File: src/rtl/inc16_arbiter.sv
// inc16_arbiter: round-robin sharing of one external incrementer among
// N_REQ valid/ready requesters. Results are parked in a single response slot
// tagged with the winning requester id.
module inc16_arbiter #(
    parameter int N_REQ = 4,
    parameter int WIDTH = 16,
    parameter int ID_W  = $clog2(N_REQ)
) (
    input  logic                   clk,
    input  logic                   rst,
    input  logic [N_REQ-1:0]       req_valid_i,
    input  logic [N_REQ*WIDTH-1:0] req_data_i,
    output logic [N_REQ-1:0]       req_ready_o,
    output logic [WIDTH-1:0]       inc_a_o,
    input  logic [WIDTH-1:0]       inc_y_i,
    output logic                   rsp_valid_o,
    input  logic                   rsp_ready_i,
    output logic [WIDTH-1:0]       rsp_data_o,
    output logic [ID_W-1:0]        rsp_id_o,
    output logic                   rsp_ovf_o,
    output logic                   busy_o
);

    typedef enum logic {
        EMPTY = 1'b0,
        FULL  = 1'b1
    } state_e;

    state_e            state_q, state_d;
    logic [ID_W-1:0]   ptr_q, ptr_d;
    logic [WIDTH-1:0]  rsp_data_q, rsp_data_d;
    logic [ID_W-1:0]   rsp_id_q, rsp_id_d;
    logic              rsp_ovf_q, rsp_ovf_d;

    logic              accept_en;
    logic              grant_found;
    logic [ID_W-1:0]   grant_idx;
    logic [ID_W:0]     cand;
    logic              transfer;

    // The slot can take a new result when empty, or when full and draining this cycle
    assign accept_en = (state_q == EMPTY) || rsp_ready_i;
    assign transfer  = accept_en && grant_found;

    // Round-robin scan: first valid requester at or after the pointer, wrapping
    always_comb begin
        grant_found = 1'b0;
        grant_idx   = '0;
        cand        = '0;
        for (int k = 0; k < N_REQ; k++) begin
            cand = {1'b0, ptr_q} + (ID_W+1)'(k);
            if (cand >= (ID_W+1)'(N_REQ)) begin
                cand = cand - (ID_W+1)'(N_REQ);
            end
            if (!grant_found && req_valid_i[cand[ID_W-1:0]]) begin
                grant_found = 1'b1;
                grant_idx   = cand[ID_W-1:0];
            end
        end
    end

    // One-hot grant and operand mux; both stay zero whenever the slot is blocked
    always_comb begin
        req_ready_o = '0;
        inc_a_o     = '0;
        if (transfer) begin
            req_ready_o[grant_idx] = 1'b1;
            inc_a_o                = req_data_i[int'(grant_idx)*WIDTH +: WIDTH];
        end
    end

    // Next-state: capture the incrementer result on a transfer, otherwise hold or drain
    always_comb begin
        state_d    = state_q;
        ptr_d      = ptr_q;
        rsp_data_d = rsp_data_q;
        rsp_id_d   = rsp_id_q;
        rsp_ovf_d  = rsp_ovf_q;
        if (transfer) begin
            state_d    = FULL;
            ptr_d      = (grant_idx == ID_W'(N_REQ-1)) ? '0 : grant_idx + 1'b1;
            rsp_data_d = inc_y_i;
            rsp_id_d   = grant_idx;
            rsp_ovf_d  = (inc_y_i == '0);
        end else if ((state_q == FULL) && rsp_ready_i) begin
            state_d = EMPTY;
        end
    end

    // Slot state, round-robin pointer and registered response fields
    always_ff @(posedge clk or posedge rst) begin
        if (rst) begin
            state_q    <= EMPTY;
            ptr_q      <= '0;
            rsp_data_q <= '0;
            rsp_id_q   <= '0;
            rsp_ovf_q  <= 1'b0;
        end else begin
            state_q    <= state_d;
            ptr_q      <= ptr_d;
            rsp_data_q <= rsp_data_d;
            rsp_id_q   <= rsp_id_d;
            rsp_ovf_q  <= rsp_ovf_d;
        end
    end

    assign rsp_valid_o = (state_q == FULL);
    assign rsp_data_o  = rsp_data_q;
    assign rsp_id_o    = rsp_id_q;
    assign rsp_ovf_o   = rsp_ovf_q;
    assign busy_o      = rsp_valid_o && !rsp_ready_i;

endmodule

File: config.mk
export PLATFORM = sky130hd
export DESIGN_NAME = inc16_arbiter
export DESIGN_NICKNAME = d
export VERILOG_FILES = /design/src/rtl/inc16_arbiter.sv
export SDC_FILE = /design/constraint.sdc
export NUM_CORES = 1
export LEC_CHECK = 0
export CELL_PAD_IN_SITES_DETAIL_PLACEMENT = 0
export CELL_PAD_IN_SITES_GLOBAL_PLACEMENT = 1
export CORE_UTILIZATION = 21
export CTS_CLUSTER_DIAMETER = 120
export DETAILED_ROUTE_END_ITERATION = 7
export PLACE_DENSITY = 0.81
export RECOVER_POWER = 100
export SETUP_SLACK_MARGIN = 0.3
export SLEW_MARGIN = 15
export SYNTH_ARGS = -nofsm -noshare
export SYNTH_HDL_FRONTEND = slang
export SYNTH_SLANG_ARGS = --single-unit
File: constraint.sdc
create_clock -name clk -period 3.2 [get_ports clk]
set_clock_uncertainty 0.2 [all_clocks]
set_input_delay 0.96 -clock clk [delete_from_list [all_inputs] [get_ports clk]]
set_output_delay 0.96 -clock clk [all_outputs]
set_load 0.01 [all_outputs]
Word level (Yosys, flattened, before mapping). Cells that the tools add are included.

Add/subtract/negate cells: 8. Order comparisons: 10. Equal/unequal tests: 1. Shift-type cells: 1. Muxes and demuxes: 27. Bitwise logic cells: 1. Reduce and logical (&&, ||, !) cells: 14.

Operators with widths (number): indexed part select 64 x 7 -> 16 bit (1); two-way mux 2 bit (9); zero test 16 bit (1); two-way mux 16 bit (1); less-than comparator 2 x 3 -> 1 bit, second input constant (5); two-way mux 1 bit (11); greater-or-equal comparator 3 bit, second input constant (3); binary-select mux 1 bit (select 2 bit) (4); subtractor 2 x 1 -> 2 bit, second input constant (4); logical AND 1 bit (7); adder 2 x 2 -> 3 bit, second input constant (2); zero test 1 bit (4); two-way mux 4 bit (1); adder 2 x 1 -> 3 bit, second input constant (1); greater-or-equal comparator 2 x 3 -> 1 bit, second input constant (1); adder 2 x 1 -> 2 bit, second input constant (1); demux 1 bit (select 2 bit) (1); == test 2 bit, second input constant (1); greater-or-equal comparator 2 x 1 -> 1 bit, second input constant (1); nonzero test 2 bit (1); logical OR 1 bit (1); NOT 1 bit (1).

Register bits: 22.

Depth between registers and ports, before layout.
Depth in word-level cells: 19. Mapped depth: 9. Depth with buffers taken out: 7.

Worst setup path after synthesis. OpenSTA, ideal clock, no wires.

Path kind: input-to-output. From: input port req_valid_i[0]. To: output port inc_a_o[10]. Arrival time: 2.047 ns. Data required time: 2.040 ns. Path slack: -0.007 ns. Stages on the path: 7. Path buffers: 1. Cell sequence: a21oi_1 > nor3b_1 > or3_4 > inv_2 > nand2_4 > buf_6 > o22ai_1.

Cells in the longest elaborated chain, start to end: 14.

RTL lines: from (decl) (line 11) `input logic [N_REQ-1:0] req_valid_i,`; binary-select mux 1 bit (select 2 bit) (line 55) `if (!grant_found && req_valid_i[cand[ID_W-1:0]]) begin`; two-way mux 1 bit (implied by the code) (line 55); two-way mux 1 bit (line 55); zero test 1 bit (line 55); logical AND 1 bit (line 55); two-way mux 1 bit (line 55); zero test 1 bit (line 55); logical AND 1 bit (line 55); two-way mux 1 bit (line 55); zero test 1 bit (line 55); logical AND 1 bit (line 55); two-way mux 2 bit * (line 55); via grant_idx[1] (line 37) `logic [ID_W-1:0] grant_idx;`; indexed part select 64 x 7 -> 16 bit * (line 68) `inc_a_o = req_data_i[int'(grant_idx)*WIDTH +: WIDTH];`; two-way mux 16 bit * (line 66) `if (transfer) begin`; to (decl) (line 14) `output logic [WIDTH-1:0] inc_a_o,`.

The timed path passes the listed nets; every way through them passes the cells marked *. The select of a mux whose other input is x is not followed.

Worst setup path in the final report.
From: input port req_valid_i[0]. To: output port inc_a_o[6].

Cells in the longest elaborated chain, start to end: 14.

RTL lines (line): binary-select mux 1 bit (select 2 bit) (55); two-way mux 1 bit (implied by the code) (55); two-way mux 1 bit (55); zero test 1 bit (55); logical AND 1 bit (55); two-way mux 1 bit (55); zero test 1 bit (55); logical AND 1 bit (55); two-way mux 1 bit (55); zero test 1 bit (55); logical AND 1 bit (55); two-way mux 2 bit / two-way mux 1 bit (equally long branches) (55); indexed part select 64 x 7 -> 16 bit / logical AND 1 bit (equally long branches) (68, 43); two-way mux 16 bit * (66).

Every way passes the cells marked *; elsewhere a longest branch is shown, timed or not. The select of a mux whose other input is x is not followed.

==> impl_metrics.yaml <==
final_layout:
  drive_above_1_share: 0.291
  fin_nets: 419
  area_delta_synth_final_pct: 127
  fin_util: 0.499
  multi_input_area_sq_um: 1100
  fill_cells: 644
  layout.area.seq_sq_um: 551
  final_common_cell: "clkdlybuf4s50_1"
  antennaDiodeCount: 0
  final_cell_mix: "clkdlybuf4s50_1, nand2_1, mux2i_1"
  finalNonFillerCells: 423
detailed_routing:
  wl_met1_microns: 2410
  wire_per_inst_microns: 14.0
  met3WireLength_microns: 482
  drc: 0
  wl_met2_microns: 3000
  first_iter_violations: 68
  num_vias: 1826
  vias_per_cell: 4.32
  wl_microns: 5920
  ant_nets: 0
  drtPass1Iterations: 4
  top_layer: "met4"
clocking:
  path_clk_slew_ns: 0.07
  cts_buffer_depth: 2
  cts-buffers-inserted: 3
  cts-htree-levels: 1
  clock-sinks: 22
  ctsHoldBuffers: 0
  root_buffer: "clkbuf_8"
  clock_latency_ns: 0.26
  cts_tree: "done"
timing:
  slew_viol_final: 0
  rsz0062_at_grt: "true"
  layout_setup_ws_ns: -0.320
  fin_crit_ns: 3.52
  setup_viol: 20
  slew-limit-headroom: 0.165
  hold_viol_final: 0
  fmax_mhz: 284
  worstMarginPinSlew_ns: 1.25
  fin_crit_sh: 1.10
setup_path:
  cp_max_fo: 8
  critical_path_class: "input port to primary output"
  start_kind: "input port"
  arrival_ns: 2.36
  crit_slowest_cell: "a211o_4"
  cp_cell_sequence: "buf_8 > inv_2 > o22ai_2 > a211o_4 > buf_6 > buf_12 > buf_16 > mux2i_1 > o22ai_2 > buf_2"
  critical-path-max-stage-delay_ns: 0.36
  end_kind: "primary output"
  crit_required_ns: 2.04
  path_common_cell: "o22ai_2"
pwr:
  clkPwrFrac: 0.115
  combPwrFrac: 0.682
  finalPower_uw: 1730
  seq_power_share: 0.202
  internal_power_uw: 1130
  ir_worst_vdd_uv: 185
  p_sw_frac: 0.346
  p_sw_uw: 598
  p_per_area_nw_per_um2: 502
  p_leak_uw: 0.00156
floorplanning:
  num_rows: 30
  die_x_microns: 87.2
  die_area_sq_um: 7600
  core_area_sq_um: 6910
  start_util: 0.220
  die_y_microns: 87.2
  ios: 128
status:
  status: "finished, violations left"
  violations: "negative setup slack"
synth:
  yosysTopAreaCellShare: 0.362
  synth_area_leaders: "dfrtp_1, mux2i_1, nand2_1, o22ai_1, buf_6"
  synth_area_sq_um: 1520
  yosysSeqAreaShare: 0.362
  syn_area_per_cell_sq_um: 8.65
  ys_seq_elements: 22
  synthCells: 176
  syn-num-nets: 267
  yosysWarnings: 0
  ys_types: 26
  yosys.area.top_type: "dfrtp_1"
grt:
  grt_use_total: 0.147
  antenna_found_initial: 0
  overflow: 0
  grt_pass1_vias: 1721
  grt_max_degree: 23
  grt_pass1_wl_microns: 8690
placed_design:
  portBuffers: 127
  pre_cts_ws_ns: -1.05
  gp_congestion: 0.781
  dp_cells: 405
  dp_hpwl_microns: 4410
hold_path:
  hold_class: "register to register"
job:
  max_cap_violations: 0
[synth_stat cells]
master	count
a211o_1	1
a21oi_1	4
and2_1	4
buf_2	2
buf_4	1
buf_6	5
clkbuf_1	2
dfrtp_1	22
ha_1	4
inv_1	5
inv_2	1
mux2i_1	32
nand2_1	56
nand2_4	1
nand2b_1	2
nand4_1	1
nor2_1	3
nor2_2	1
nor2b_1	1
nor3b_1	1
nor4_1	5
o21ai_0	2
o22ai_1	17
or2_2	1
or2b_1	1
or3_4	1
[worst max-delay path, delay by kind of cell]
kind,cells,cell delay [ns]
compound gates,3,0.57
buf+inv,6,0.70
mux,1,0.13
[through the flow]
stage | cell area [sq um] | TNS, ns | hold slack (ns)
floorplan | 1620 | 0 | 0.311
global placement | 3110 | -20.41 | 0.258
detailed placement | 3110 | -20.67 | 0.266
CTS | 3350 | -4.79 | 0.285
global route | 3450 | -6.16 | 0.299
finish | 3450 | -4.81 | 0.282
[worst paths after layout]
kind | from | endpoint | slack (ns) | cells after the start
worst max-delay path | req_valid_i[0] | inc_a_o[6] | -0.32 | 10
worst min-delay path | rsp_id_o[1] | rsp_id_o[1] | 0.28 | 2
worst max register to register | rsp_valid_o | rsp_ovf_o | 0.86 | 5
worst min register to register | rsp_id_o[1] | rsp_id_o[1] | 0.28 | 2
max in group asynchronous | rst | rsp_data_o[8] | 0.77 | 3
min in group asynchronous | rst | rsp_data_o[10] | 1.31 | 3
[cell families after synthesis]
| kind of cell | share of synthesized area |
|---|---|
| flops | 0.362 |
| mux | 0.210 |
| simple gates | 0.232 |
| compound gates | 0.0953 |
| fa+ha+maj | 0.0329 |
| buf+inv | 0.0682 |
[power groups by stage]
stage | clock, uW | combinational (uW) | sequential (uW)
after floorplan | 0 | 490 | 362
after global placement | 0 | 925 | 351
after detailed placement | 0 | 932 | 354
after CTS | 204 | 1120 | 350
after global routing | 218 | 1260 | 358
final | 199 | 1180 | 350
[registers in the layout (all words and copies together), names as in the netlist]
signal,cells
ptr_q,2
rsp_data_o,16
rsp_id_o,2
rsp_ovf_o,1
rsp_valid_o,1
[area by class of cell]
cell class / instances / share of cell area
inverter: 6 / 0.0116
clock buffer: 4 / 0.0160
tap: 96 / 0.0348
multi-input combinational: 138 / 0.319
timing repair buffer: 157 / 0.459
sequential: 22 / 0.160
[what timing repair did]
action	4_1_cts	5_1_grt
buffers inserted	9	2
pin swaps	7	4
setup endpoints to repair	21	20
cloned	3	0
resized for setup	134	16
[per-layer routing]
layer,track usage,up-vias
li1,-,909
met1,0.182,850
met2,0.263,65
met3,0.0370,2
met4,0.0179,0
met5,0,-
No activity file was read; power rests on OpenSTA's default activity.
